<file path="src/rtl/pic_pkg.sv">
// Shared constants, state encoding and priority helper for the 8259-style
// interrupt sequencer.
package pic_pkg;

    localparam int         NUM_IR      = 8;
    localparam logic [2:0] SPURIOUS_ID = 3'd7;

    typedef enum logic [2:0] {
        IDLE  = 3'd0,
        REQ   = 3'd1,
        ACK1  = 3'd2,
        WAIT2 = 3'd3,
        VEC   = 3'd4
    } seq_state_t;

    // Index of the lowest set bit (highest priority); 0 when v is empty.
    function automatic logic [2:0] first_set(input logic [NUM_IR-1:0] v);
        logic [2:0] id;
        id = 3'd0;
        for (int i = NUM_IR - 1; i >= 0; i--) begin
            if (v[i]) id = 3'(i);
        end
        return id;
    endfunction

endpackage

</file>
<file path="src/rtl/pic_priority_resolver.sv">
// Combinational fixed-priority resolver: picks the winning request, decides
// whether it may nest over the in-service level, and finds the EOI target.
module pic_priority_resolver
    import pic_pkg::*;
(
    input  logic [NUM_IR-1:0] i_irr,
    input  logic [NUM_IR-1:0] i_isr,
    output logic [2:0]        o_win_id,
    output logic              o_qualify,
    output logic [2:0]        o_isr_id,
    output logic              o_isr_any
);

    logic w_irr_any;

    assign w_irr_any = |i_irr;
    assign o_isr_any = |i_isr;
    assign o_win_id  = first_set(i_irr);
    assign o_isr_id  = first_set(i_isr);

    // Fully nested: the winner must strictly outrank every bit in service.
    assign o_qualify = w_irr_any && (!o_isr_any || (o_win_id < o_isr_id));

endmodule

</file>
<file path="src/rtl/pic_int_sequencer.sv">
// INT / two-pulse INTA sequencer with ISR maintenance and vector drive.
// Optional build macro PIC_AUTO_EOI_EN clears the serviced ISR bit when VEC ends.
module pic_int_sequencer
    import pic_pkg::*;
(
    input  logic              clk,
    input  logic              rst_n,
    input  logic [NUM_IR-1:0] irr,
    input  logic              inta_n,
    input  logic              eoi,
    input  logic [4:0]        vector_base,
    output logic              int_req,
    output logic [NUM_IR-1:0] isr,
    output logic [7:0]        vector,
    output logic              data_oe,
    output seq_state_t        dbg_state
);

    // Handshake: int_req holds in REQ until the first inta_n fall (no retract);
    // the second fall opens VEC, where data_oe qualifies vector until inta_n rises.
    seq_state_t        r_state;
    seq_state_t        w_next_state;
    logic              r_inta_q;
    logic [NUM_IR-1:0] r_isr;
    logic [2:0]        r_ir_id;
    logic              w_fall;
    logic              w_rise;
    logic              w_ack_latch;
    logic [2:0]        w_win_id;
    logic              w_qualify;
    logic [2:0]        w_isr_id;
    logic              w_isr_any;
    logic [NUM_IR-1:0] w_eoi_clr;
    logic [NUM_IR-1:0] w_auto_clr;
    logic [NUM_IR-1:0] w_set;
    logic [NUM_IR-1:0] w_isr_next;

    pic_priority_resolver u_resolver (
        .i_irr     (irr),
        .i_isr     (r_isr),
        .o_win_id  (w_win_id),
        .o_qualify (w_qualify),
        .o_isr_id  (w_isr_id),
        .o_isr_any (w_isr_any)
    );

    assign w_fall      = r_inta_q & ~inta_n;
    assign w_rise      = ~r_inta_q & inta_n;
    assign w_ack_latch = (r_state == REQ) && w_fall;

    assign w_eoi_clr = (eoi && w_isr_any) ? (8'h01 << w_isr_id) : 8'h00;
    assign w_set     = (w_ack_latch && w_qualify) ? (8'h01 << w_win_id) : 8'h00;

`ifdef PIC_AUTO_EOI_EN
    logic r_spurious;
    logic w_vec_done;

    assign w_vec_done = (r_state == VEC) && w_rise;
    assign w_auto_clr = (w_vec_done && !r_spurious) ? (8'h01 << r_ir_id) : 8'h00;

    always_ff @(posedge clk) begin
        if (!rst_n) begin
            r_spurious <= 1'b0;
        end else if (w_ack_latch) begin
            r_spurious <= !w_qualify;
        end
    end
`else
    assign w_auto_clr = 8'h00;
`endif

    // Clears are applied before the acknowledge set, so a same-cycle set survives.
    assign w_isr_next = (r_isr & ~(w_eoi_clr | w_auto_clr)) | w_set;

    always_ff @(posedge clk) begin
        if (!rst_n) begin
            r_state  <= IDLE;
            r_inta_q <= 1'b1;
            r_isr    <= 8'h00;
            r_ir_id  <= 3'd0;
        end else begin
            r_state  <= w_next_state;
            r_inta_q <= inta_n;
            r_isr    <= w_isr_next;
            if (w_ack_latch) begin
                r_ir_id <= w_qualify ? w_win_id : SPURIOUS_ID;
            end
        end
    end

    always_comb begin
        w_next_state = r_state;
        int_req      = 1'b0;
        data_oe      = 1'b0;
        case (r_state)
            IDLE: begin
                if (w_qualify) w_next_state = REQ;
            end
            REQ: begin
                int_req = 1'b1;
                if (w_fall) w_next_state = ACK1;
            end
            ACK1: begin
                if (w_rise) w_next_state = WAIT2;
            end
            WAIT2: begin
                if (w_fall) w_next_state = VEC;
            end
            VEC: begin
                data_oe = 1'b1;
                if (w_rise) w_next_state = IDLE;
            end
            default: w_next_state = IDLE;
        endcase
    end

    assign vector    = data_oe ? {vector_base, r_ir_id} : 8'h00;
    assign isr       = r_isr;
    assign dbg_state = r_state;

endmodule
</file>
<file path="config.mk">
export PLATFORM = sky130hd
export DESIGN_NAME = pic_int_sequencer
export DESIGN_NICKNAME = d
export VERILOG_FILES = /design/src/rtl/pic_pkg.sv /design/src/rtl/pic_priority_resolver.sv /design/src/rtl/pic_int_sequencer.sv
export SDC_FILE = /design/constraint.sdc
export NUM_CORES = 1
export LEC_CHECK = 0
export CORE_ASPECT_RATIO = 1.75
export CORE_UTILIZATION = 25
export CTS_CLUSTER_DIAMETER = 40
export DETAILED_ROUTE_END_ITERATION = 16
export GPL_ROUTABILITY_DRIVEN = 0
export MAX_ROUTING_LAYER = met4
export PLACE_DENSITY = 0.49
export SLEW_MARGIN = 20
export SYNTH_ARGS = -nofsm -noshare
export SYNTH_HDL_FRONTEND = slang
export SYNTH_SLANG_ARGS = --single-unit
</file>
<file path="constraint.sdc">
create_clock -name clk -period 6.2 [get_ports clk]
set_input_delay 0.62 -clock clk [delete_from_list [all_inputs] [get_ports clk]]
set_output_delay 0.62 -clock clk [all_outputs]
set_load 0.005 [all_outputs]
</file>
# == Word-level counts from Yosys, hierarchy flattened ==
# Index checks and enable logic that the tools add are counted.
# word_totals
register_bits,15
input_bits,17
output_inout_bits,21
wordCells,61
# classes
magnitude_cmp,1
eq_ne,9
shift,2
mux,28
bitwise,7
n_reduce_logical,10
# op_table
op,count
3-bit 2-to-1 mux,22
8-bit 2-to-1 mux,3
8-bit OR reduction,2
"1-bit by 3-bit left shift with 8-bit output, first input constant",2
3-bit one-hot mux with 5 select lines,1
"2-bit inequality test, second input constant",5
8-bit AND,1
8-bit NOT,1
8-bit bitwise OR,1
"3-bit by 2-bit equality test with 1-bit output, second input constant",2
5-bit AND reduction,1
1-bit logical AND,4
"3-bit by 1-bit equality test with 1-bit output, second input constant",1
"3-bit equality test, second input constant",1
3-bit logical NOT,1
3-bit less-than comparator,1
1-bit AND,2
1-bit 2-to-1 mux,2
1-bit NOT,2
1-bit logical NOT,1
1-bit logical OR,1

# == Longest topological paths before layout ==
# Gate-level depths: netlist (run 1).
# logic_depth
word_depth,14
depth_mapped,8

# == By module ==
# From an unflattened synthesis (run 1), not the netlist that was laid out.
# unflattened
hier_cells,115
hier_area_um2,969.7
# modules_own_cells
mod,n_inst,cells_each,area_each_um2,seq_area_each_um2
pic_int_sequencer,1,80,718.2,300.3
pic_priority_resolver,1,35,251.5,0.0

# == Least setup slack after synthesis (run 1) ==
# No wires, ideal clock.
# synth_path
kind,in2reg
start,in irr[4]
end,reg r_isr[6] (netlist: isr[6])
t_arrival_ps,2136
required_ps,6099
path_slack_ps,3963
path_stages,7
n_path_buf,0
cell_sequence,nor4_1 > nor2_1 > ha_1 > a21o_1 > nand2_1 > nand4_4 > o41ai_1
# synth_between
elab_chain_len,11
# synth_lines
item,line_no,rtl
start: declaration,pic_int_sequencer.sv:8,"input logic [NUM_IR-1:0] irr,"
3-bit 2-to-1 mux (5 in series),pic_pkg.sv:21,if (v[i]) id = 3'(i);
3-bit less-than comparator,pic_priority_resolver.sv:22,assign o_qualify = w_irr_any && (!o_isr_any || (o_win_id < o_isr_id));
1-bit logical OR,pic_priority_resolver.sv:22,
1-bit logical AND,pic_priority_resolver.sv:22,
1-bit logical AND,pic_int_sequencer.sv:52,assign w_set = (w_ack_latch && w_qualify) ? (8'h01 << w_win_id) : 8'h00;
8-bit 2-to-1 mux (*),pic_int_sequencer.sv:52,
8-bit bitwise OR (*),pic_int_sequencer.sv:73,assign w_isr_next = (r_isr & ~(w_eoi_clr | w_auto_clr)) | w_set;
end signal: assignment,pic_int_sequencer.sv:84,r_isr <= w_isr_next;
end: declaration,pic_int_sequencer.sv:24,logic [NUM_IR-1:0] r_isr;
# Mark *: on every way between the ends. The rest lies on a longest branch, timed or not.
# A chain may end at the register's enable or synchronous reset.

# == Worst setup path in the final report (run 1) ==
# layout_path
start,in irr[0]
end,reg r_isr[6] (netlist: isr[6])
# layout_between
elab_chain_len,7
# layout_lines
item,line_no
3-bit 2-to-1 mux,pic_pkg.sv:21
3-bit less-than comparator,pic_priority_resolver.sv:22
1-bit logical OR,pic_priority_resolver.sv:22
1-bit logical AND,pic_priority_resolver.sv:22
1-bit logical AND,pic_int_sequencer.sv:52
8-bit 2-to-1 mux (*),pic_int_sequencer.sv:52
8-bit bitwise OR (*),pic_int_sequencer.sv:73
# Marked as above.

==> summary.md, run 1 <==
The run finished with clean final reports. The run gives 0 as the DRC violations left. The tools report the worst voltage drop across the vdd grid as 0.000112 V. The synthesized netlist occupies a cell area of 1000 um2.

Counting the buffers created by CTS gives 3. The floorplan has 30 rows. After detailed routing, the met2 layer carries 1440 um of wire. The number of nets handed over by synthesis was 137. The initial core utilization came out at 0.259. The proportion of synthesized flip-flops having asynchronous set or reset works out to 0. For the worst setup path, the data arrival time is 2.90 ns. Counting I/O delays and the setup requirement, the final critical path takes 2.76 ns. Port buffering added 37 buffers. Of all nets on the critical path, the largest fanout is 8. The total overflow left after global routing is 0. For the worst-skew pair, the clock arrives at the later sink with an insertion delay of 0.24 ns. In this design, the largest share of critical-path delay is due to simple AND/OR/NAND/NOR gates. The clock sink total was 15. STA puts the critical path data required time at 6.34 ns. For this block, the initial DRC count from the detailed router was 22. The share of the clock period used by the worst path after layout is 0.446. The run gives 0.484 as the worst slew slack as a fraction of its limit. Startpoint class of the critical path: an input pin. The tools report the beginning of the worst register-to-register path as isr[0]$_SDFF_PN0_. The number of buffers and inverters on the critical path is 1. The number of enable-type register cells in the synthesized netlist is 0, and the quantity of gates resized following cts is 0. Derived from the worst setup path, the maximum achievable clock frequency is 362 MHz. The flip-flop and latch count after synthesis came out at 15.

Number of routed nets with antenna violations: 0. The number of detailed-route iterations in the first pass is 4. Start point of the worst hold path: r_ir_id[1]$_SDFFE_PN0P_. The top cell types in the final layout, fill and taps aside, are sky130_fd_sc_hd__clkdlybuf4s50_1, sky130_fd_sc_hd__dfxtp_1, sky130_fd_sc_hd__nand2_1, sky130_fd_sc_hd__nor2_1, sky130_fd_sc_hd__and2_1. During synthesis, Yosys emitted a total of 0 warnings. The final total negative setup slack came out at 0 ns. On the worst path, the slowest cell contributes a delay of 0.49 ns. The count of final hold-check violations was 0; the maximum number of pins on one net before global-route repair was 21. The first global-routing pass estimated 4430 um of wire. For this block, wires on met1 add up to 1080 um. Ratio of cells with drive above 1 in the final layout: 0.0897. Traced cell by cell, the critical path runs through clkdlybuf4s50_1, nor2_1, nand2_1, nor2_1, ha_1, a21o_1, nand2_1, nand4_4, o41ai_1. The logs give 2210 um for the placed wire-length estimate after detailed placement and 0.00238 ns for the maximum clock skew at final layout. The sequential fraction of the synthesis area came out at 0.300. After detailed routing, the average wire length per cell comes to 12.9 um. Using the TritonRoute via totals, the vias-per-cell ratio works out to 4.97.

The setup fix buffers added after clock tree synthesis is 0, and the core area is 3870 um2. For this design, the CTS-stage hold fixing added 0 buffers. After technology mapping, the gate count stands at 118. Each instance of the synthesized netlist takes up on average 8.47 um2. The max-slew violation total from the final report is 0. The boundary pin count came out at 38. For this design, the slowest cell found on the critical path is sky130_fd_sc_hd__clkdlybuf4s50_1. Slew of the pin with the lowest slew margin: 0.773 ns. After detailed routing, the total wire length is 2640 um. The number of antenna violations at the first check in global routing was 0; the count of nets after finishing was 176.

The number of vias in the routed layout was 1014. TritonCTS built the clock tree. In this run the worst hold path is classified as reg -> reg. The horizontal extent of the die was 49.8 um; the setup violation total in the final timing report was 0. Met3 wire length: 76 um.

In this run the power density over the cells is 181 nW/um2. The master cell of the clock root buffer was sky130_fd_sc_hd__clkbuf_8. The analysis attributes to cell leakage a power of 0.510 nW.

The run gives 4270 um2 as the die area. Top layer used by detailed routing: met4. Leaving out fill and tap cells, the most frequent cell in the layout is sky130_fd_sc_hd__clkdlybuf4s50_1. STA classifies the critical path endpoint as a register. In this run the worst setup path begins at irr[0]. The final standard cell count with taps included and fillers excluded was 204.

Clock-pin transition on the worst setup and hold timing paths: 0.06 ns. The number of placed instances with taps included came out at 200. The area added between synthesis and finish is 45.7%.

The die span in y works out to 85.7 um. Synthesis instantiated 44 different standard cells from the library. The number of levels the H-tree was split into is 1, and the fill cell total of the finished layout is 406.

The total track usage was 0.136. Setup repair after global routing left no endpoint under its margin. The critical path in this run is classified as in -> reg. The number of global-route vias before repair is 1024. The number of antenna diodes is 0. Max capacitance violation total: 0. The most instantiated flip-flop cell in the synthesis netlist is sky130_fd_sc_hd__dfxtp_1. The tools report the maximum clock insertion buffer count as 2.
==> power by group <==
part           total, mW  switching [mW]  leakage, nW  internal [mW]
Sequential         0.113         0.00879        0.122          0.104
Clock             0.0779          0.0325       0.0228         0.0454
Combinational     0.0725          0.0338        0.365         0.0387
==> cell usage after synthesis (2+ instances only) <==
cell                       count  share of area
sky130_fd_sc_hd__o41ai_1       2          0.018
sky130_fd_sc_hd__o31ai_1       3          0.023
sky130_fd_sc_hd__nand3b_1      2          0.015
sky130_fd_sc_hd__o211ai_1      3          0.023
sky130_fd_sc_hd__clkbuf_1      2         0.0075
sky130_fd_sc_hd__nand2_1      12          0.045
sky130_fd_sc_hd__ha_1          2          0.025
sky130_fd_sc_hd__inv_1         6          0.023
sky130_fd_sc_hd__and2_1        8          0.050
sky130_fd_sc_hd__o221a_2       2          0.023
sky130_fd_sc_hd__nor3_1        3          0.015
sky130_fd_sc_hd__o21ai_0       6          0.030
sky130_fd_sc_hd__nor2_1       11          0.041
sky130_fd_sc_hd__nand2b_1      5          0.031
sky130_fd_sc_hd__dfxtp_1      15           0.30
sky130_fd_sc_hd__nand4_1       2          0.013
sky130_fd_sc_hd__nor4_1        2          0.013
sky130_fd_sc_hd__nor3b_1       3          0.023
sky130_fd_sc_hd__a21oi_1       2          0.010
sky130_fd_sc_hd__nand3_1       3          0.015
==> state kept, by name, indices dropped and copies added (netlist names) <==
signal	cells
r_inta_q	1
r_ir_id	3
dbg_state	3
isr	8
==> logic make-up after synthesis <==
group	synth area share
DFF	0.300
buffers and inverters	0.0413
and+or+nand+nor	0.344
AOI/OAI and AO/OA	0.280
xor gates and xnor gates	0.00876
adders and majority gates	0.0250
==> metal layers <==
layer | up-vias | global-route usage
met5 | - | -
met1 | 469 | 0.139
li1 | 517 | -
met2 | 24 | 0.246
met4 | 0 | 0.0675
met3 | 4 | 0.0213
==> area by class of cell <==
class / count / area (um2) / area share
Multi-Input combinational cell: 94 / 658 / 0.452
Timing Repair Buffer: 37 / 370 / 0.254
Inverter: 6 / 22.5 / 0.0155
Tap cell: 48 / 60.1 / 0.0412
Sequential cell: 15 / 300 / 0.206
Clock buffer: 4 / 45.0 / 0.0309
==> stage by stage <==
stage                     cell area (um2)  hold WS (ns)  utilization  setup WS [ns]  power, mW
after floorplan                      1000         0.501            -           3.96      0.153
after global placement               1410         0.530        0.365           3.25      0.188
after detailed placement             1410         0.538        0.365           3.16      0.188
after CTS                            1460         0.552        0.377           3.43      0.266
after global routing                 1460         0.562        0.377           3.20      0.279
final                                1460         0.547        0.377           3.44      0.263
==> final timing paths <==
kind              slack (ns)                      end  cells past startpoint
setup / recovery        3.44        isr[6]$_SDFF_PN0_                      9
hold reg to reg         0.55  r_ir_id[1]$_SDFFE_PN0P_                      1
setup reg to reg        4.01        isr[6]$_SDFF_PN0_                      7
hold / removal          0.55  r_ir_id[1]$_SDFFE_PN0P_                      1
Power figures use the tool's default switching activity.
==> run 2: changes to the inputs <==
==> constraint.sdc (replaced) <==
create_clock -name clk -period 2.9 [get_ports clk]
set_input_delay 0.29 -clock clk [delete_from_list [all_inputs] [get_ports clk]]
set_output_delay 0.29 -clock clk [all_outputs]
set_load 0.005 [all_outputs]
==> run 2 against run 1 <==
Net effect: final cell count unchanged; clock skew down 0.0015 ns; critical path type unchanged; utilization unchanged; critical path depth unchanged; register-to-register slack worse by 3.3 ns; largest cell class unchanged; combinational power up 110%; total power up 120%.
==> summary.md, run 2 (synthesized netlist as in run 1, its figures left out) <==
The tools report the number of global-route vias before repair as 1001 (-2.2%). The number of antenna violations at the first check in global routing came out at 0 (unchanged). The insertion delay to the later sink of the worst-skew pair came out at 0.24 ns (about the same). For the number of detailed-route iterations in the first pass, the log shows 4 (unchanged). The tools report the beginning of the worst register-to-register path as isr[0]$_SDFF_PN0_.

In the layout the commonest cells are sky130_fd_sc_hd__clkdlybuf4s50_1, sky130_fd_sc_hd__dfxtp_1, sky130_fd_sc_hd__nand2_1, sky130_fd_sc_hd__nor2_1, sky130_fd_sc_hd__and2_1. STA classifies the critical path startpoint as an input pin. Setup repair after global routing left no endpoint under its margin. The die span in y was 85.7 um (unchanged); the count of nets after finishing was 176 (unchanged).

The class of the most critical setup path is in -> reg. The number of vias in the routed layout came out at 1008 (-0.59%). CTS placed an instance of sky130_fd_sc_hd__clkbuf_8 at the clock tree root.

The tools report the worst voltage drop across the vdd grid as 0.000256 V (+130%). The slew of the pin with the lowest slew margin is 0.778 ns (+0.00480 ns). The detailed router's first-iteration violation count is 17 (-23%). TritonCTS built the clock tree. The worst path in the final design needs a cycle of 2.43 ns, including I/O delays and setup. The clock buffer count from CTS is 3 (unchanged). The run gives 15 (unchanged) as the clock sink total. The tools report the met3 track demand over resource as 0.0195 (-0.00177). The signal arrival time at the worst endpoint was 2.57 ns (-0.33 ns). The global-route wire length before repair is 4510 um (+1.7%). Traced cell by cell, the critical path runs through clkdlybuf4s50_1, nor2_1, nand2_1, nor2_1, ha_1, a21o_1, nand2_1, nand4_4, o41ai_1. The tools report the static leakage as 0.510 nW (unchanged). Worst reg-to-reg setup slack: 0.69 ns (-3.32 ns). Critical path endpoint category: a register.

The worst slew slack as a fraction of its limit was 0.481 (-0.00320); the placed wire-length estimate after detailed placement was 2240 um (+1.3%). The horizontal extent of the die came out at 49.8 um (unchanged). The logs give 30 (unchanged) for the floorplan row count and 2700 um (+2.1%) for the total routed wirelength. Number of routed nets with antenna violations: 0 (unchanged). The sum of overflow across all layers after global routing came out at 0 (unchanged).

The count of final hold-check violations is 0 (unchanged), and the number of levels the H-tree was split into is 1 (unchanged). The number of buffers added to fix hold violations after cts is 0 (unchanged). The worst path required time was 3.04 ns (-3.30 ns); the quantity of gates resized following cts was 0 (unchanged). Met1 layer usage reported by global route: 0.139 (-0.000775). The DRC violations left is 0 (unchanged), and the wire length per cell is 13.2 um (+2.1%). The end-of-flow core utilization came out at 0.377 (unchanged). The tools report the maximum clock skew at final layout as 0.000886 ns (-0.00149 ns). The die area is 4270 um2 (unchanged), and the area added between synthesis and finish is 45.7% (unchanged).

The most frequent standard cell in the layout excluding fill and tap cells was sky130_fd_sc_hd__clkdlybuf4s50_1. Based on the critical path, the design can be clocked at up to 411 MHz. The flip-flop count of the largest register after layout works out to 8 (unchanged).

Met2 layer usage reported by global route: 0.264 (+0.0184). The setup violation total in the final timing report was 0 (unchanged). The number of buffers inserted by port buffering was 37 (unchanged); the final total negative setup slack was 0 ns (unchanged). The maximum clock insertion buffer count came out at 2 (unchanged). The busiest metal layer after global routing is met2. Slowest cell on the critical path: sky130_fd_sc_hd__clkdlybuf4s50_1.

The clock-pin transition on the worst setup and hold timing paths works out to 0.06 ns (about the same). Class of the tightest hold or removal check: reg -> reg. The maximum number of pins on one net before global-route repair was 21 (unchanged).

The number of antenna diodes is 0 (unchanged), and the boundary pin count is 38 (unchanged). The core area is 3870 um2 (unchanged). In this run the most critical hold path is launched from r_ir_id[0]$_SDFFE_PN0P_. Total power divided by cell area: 389 nW/um2 (+120%).

The logs give 0.259 (unchanged) for the initial core utilization and 0 (unchanged) for the max capacitance violation total. The via density per instance is 4.94 (-0.59%). The run finished with clean final reports. The setup fix buffers added after clock tree synthesis was 0 (unchanged); the delay of the slowest critical-path stage was 0.49 ns (about the same).

The max-slew violation total from the final report came out at 0 (unchanged). Highest fanout seen on the critical path: 8 (unchanged). The ratio of cells with drive above 1 in the final layout was 0.0897 (unchanged). Origin of the worst setup path: irr[0].

The share of the clock period used by the worst path after layout came out at 0.840. The total track usage came out at 0.140 (+0.00307).
run 2: cell counts in the layout (fill, tap and decap cells not counted):
Identical to the previous run, type by type.
run 2: layout make-up:
class | count | area, um2
clock buffer | 4 | 45.0
inverter | 6 | 22.5
tap | 48 | 60.1
fill | 410 | 2410
sequential | 15 | 300
multi-input combinational | 94 | 658
timing repair buffer | 37 | 370
run 2: stage by stage:
step	setup slack, ns	cells	power, mW	cell area, um2	hold slack, ns
after detailed placement	0.189	200	0.402	1410	0.532
after floorplan	0.929	118	0.328	1000	0.391
after global placement	0.291	200	0.401	1410	0.529
after global routing	0.252	204	0.601	1460	0.569
final	0.465	204	0.566	1460	0.541
after CTS	0.462	204	0.574	1460	0.550
run 2: routing by layer:
metal | part of all wire | routed length (um) | up-vias
met4 | 0.011 | 29 | 0
li1 | - | - | 515
met1 | 0.40 | 1080 | 468
met2 | 0.56 | 1500 | 23
met3 | 0.031 | 84 | 2
met5 | 0 | 0 | -
run 2: power breakdown:
group,internal (mW),switching [mW]
combinational,0.0828,0.0724
clock,0.0972,0.0728
sequential,0.222,0.0190
total,0.402,0.164
run 2: worst paths after layout:
path,cells past startpoint,to
max,9,isr[6]$_SDFF_PN0_
min,1,r_ir_id[0]$_SDFFE_PN0P_
max reg2reg,7,isr[6]$_SDFF_PN0_
min reg2reg,1,r_ir_id[0]$_SDFFE_PN0P_
run 2: worst max-delay path, delay by kind of cell:
kind                     cells  cell delay [ns]
AND/OR/NAND/NOR              5             0.94
AO/OA/AOI/OAI                2             0.54
buffers and inverters        1             0.49
adder cells (fa/ha/maj)      1             0.31
==> edit (config.mk and constraints of run 2) <==
The option `PIC_AUTO_EOI_EN` is turned on by a define.
--- a/src/rtl/pic_int_sequencer.sv
+++ b/src/rtl/pic_int_sequencer.sv
@@ -1,5 +1,7 @@
 // INT / two-pulse INTA sequencer with ISR maintenance and vector drive.
 // Optional build macro PIC_AUTO_EOI_EN clears the serviced ISR bit when VEC ends.
+`define PIC_AUTO_EOI_EN
+
 module pic_int_sequencer
     import pic_pkg::*;
 (
Function: changed (Yosys sat finds a counterexample within 10 cycles, from zero or initial values and one cycle with rst_n low).
==> edit against run 2 <==
Design area up 9.2%; worst setup slack lost 0.045 ns; area after synthesis is 10% higher; routed wire length grew 28%; power decreased by 4.7%; cell count is 11% higher; register-to-register slack hardly changed; clock power is 5% lower; sequential cell count is 1 higher; sequential power up 4%; highest routed layer unchanged.
==> edit: results (changes against run 2) <==
Place WS=0.1386 ns (was 0.1894 ns); VDD IR max=0.0001792 V (was 0.0002563 V); measured slew at the worst slew-check pin=0.5382 ns (was 0.7775 ns); share of cells above drive strength 1=10.17% (was 8.974%); Synth area leaders=dfxtp_1, and2_1, nor2_1, o41ai_1, nor2b_1 (was dfxtp_1, and2_1, nand2_1, nor2_1, nand2b_1); routed len/inst=15.32 um (was 13.22 um); clk buf depth=2 (unchanged); post-CTS setup buffer count=0 (unchanged); Hold Crit Class=reg2reg (unchanged); top_reg_cell synth=dfxtp_1 (unchanged); dpl hpwl=2869 um (was 2236 um); worst skew pair latency=0.24 ns (about the same); Netlist cell types=45 (was 44); Lkg Pwr=0.5610 nW (was 0.5096 nW); ant diodes=0 (unchanged); first-pass GRT wire length=5589 um (was 4505 um); Net Count, Synth=156 (was 137); RR Startpoint=isr[6] (was isr[0]); CTS H-tree lvls=1 (unchanged); internal power=0.3902 mW (was 0.4021 mW); pin count of the biggest net entering global routing=15 (was 21); drt pass-1 iters=4 (unchanged); Largest register FFs=8 (unchanged); Port Buffer Count=37 (unchanged); register area share after synthesis=29.09% (was 30.04%); Setup crit start=irr[3] (was irr[0]); Worst Hold Launch=isr[1] (was r_ir_id[0]); status=complete, no violations (unchanged); final layout net count=198 (was 176); antenna violations before repair=0 (unchanged); CP arrival=2.62 ns (was 2.57 ns); Clk Tree Root Cell=clkbuf_8 (unchanged); CTS Buf Count=3 (unchanged); top cells by count, synth=dfxtp_1, nor2_1, and2_1 (was dfxtp_1, nand2_1, nor2_1); CP max FO=6 (was 8); Fillers=454 (was 410); vias post-DR=1206 (was 1008); asr flop ratio synth=0% (unchanged); Iter 0 DRT Violations=36 (was 17); CP max stage delay=0.56 ns (was 0.49 ns); Total GRT Usage=16.14% (was 13.96%); CTS clock-pin slew for the worst setup and hold paths=0.06 ns (about the same); Fin Clk Skew=0.0008439 ns (was 0.0008860 ns); CP max stage cell=or4_4 (was clkdlybuf4s50_1); Post-CTS Resized=0 (unchanged)
==> edit: changes by cell type in the layout (fill, tap and decap cells not counted), moves of 3 or more <==
cell and change:
o21a_1 +3, o2111ai_1 +3, a21oi_1 +4, a31oi_1 +3, nor2b_1 +4, nor3_1 +3
buf_4 +5, o41ai_1 +3, nand2_1 -5
==> edit: critical path, delay by kind of cell <==
kind / cells / cell delay (ns)
buffers and inverters: 1 / 0.49
AND/OR/NAND/NOR: 1 / 0.56
adder cells (fa/ha/maj): 1 / 0.26
AO/OA/AOI/OAI: 5 / 1.02
==> edit: worst paths after layout <==
path	to	slack, ns	cells after the start
setup reg to reg	isr[6]	0.69	8
setup / recovery	isr[6]	0.42	8
hold / removal	isr[1]	0.54	2
hold reg to reg	isr[1]	0.54	2
==> edit: logic make-up after synthesis <==
group	share of synthesized area, %
AO/OA/AOI/OAI	31.59
adder cells (fa/ha/maj)	2.272
XOR/XNOR	0.7956
AND/OR/NAND/NOR	31.93
buffers and inverters	4.318
flip-flops	29.09
==> edit: final cells by class <==
class / instances / area share (%)
inverter: 7 / 1.652
sequential: 16 / 20.14
multi-input combinational: 109 / 46.11
timing repair buffer: 42 / 25.65
tap: 49 / 3.855
clock buffer: 3 / 2.596
==> edit: per-stage QoR <==
step	hold slack (ns)	utilization [%]	std cells	cell area (um^2)
finish	0.5364	37.96	226	1590
global route	0.5528	37.96	226	1590
CTS	0.5421	37.96	226	1590
detailed placement	0.5329	36.98	223	1549
global placement	0.5281	36.98	223	1549
floorplan	0.3915	-	137	1101
==> edit: layer usage <==
layer	routed length (um)	track usage, %
met5	0	-
met4	91	7.675
met3	90	1.523
met2	1911	28.53
met1	1369	17.08
==> edit: power by group through the flow <==
stage                     clock (mW)  combinational [mW]  sequential [mW]
after floorplan                    0              0.0701            0.246
after global placement             0               0.127            0.254
after detailed placement           0               0.128            0.255
after CTS                      0.165               0.129            0.251
after global routing           0.179               0.140            0.253
final                          0.161               0.128            0.251
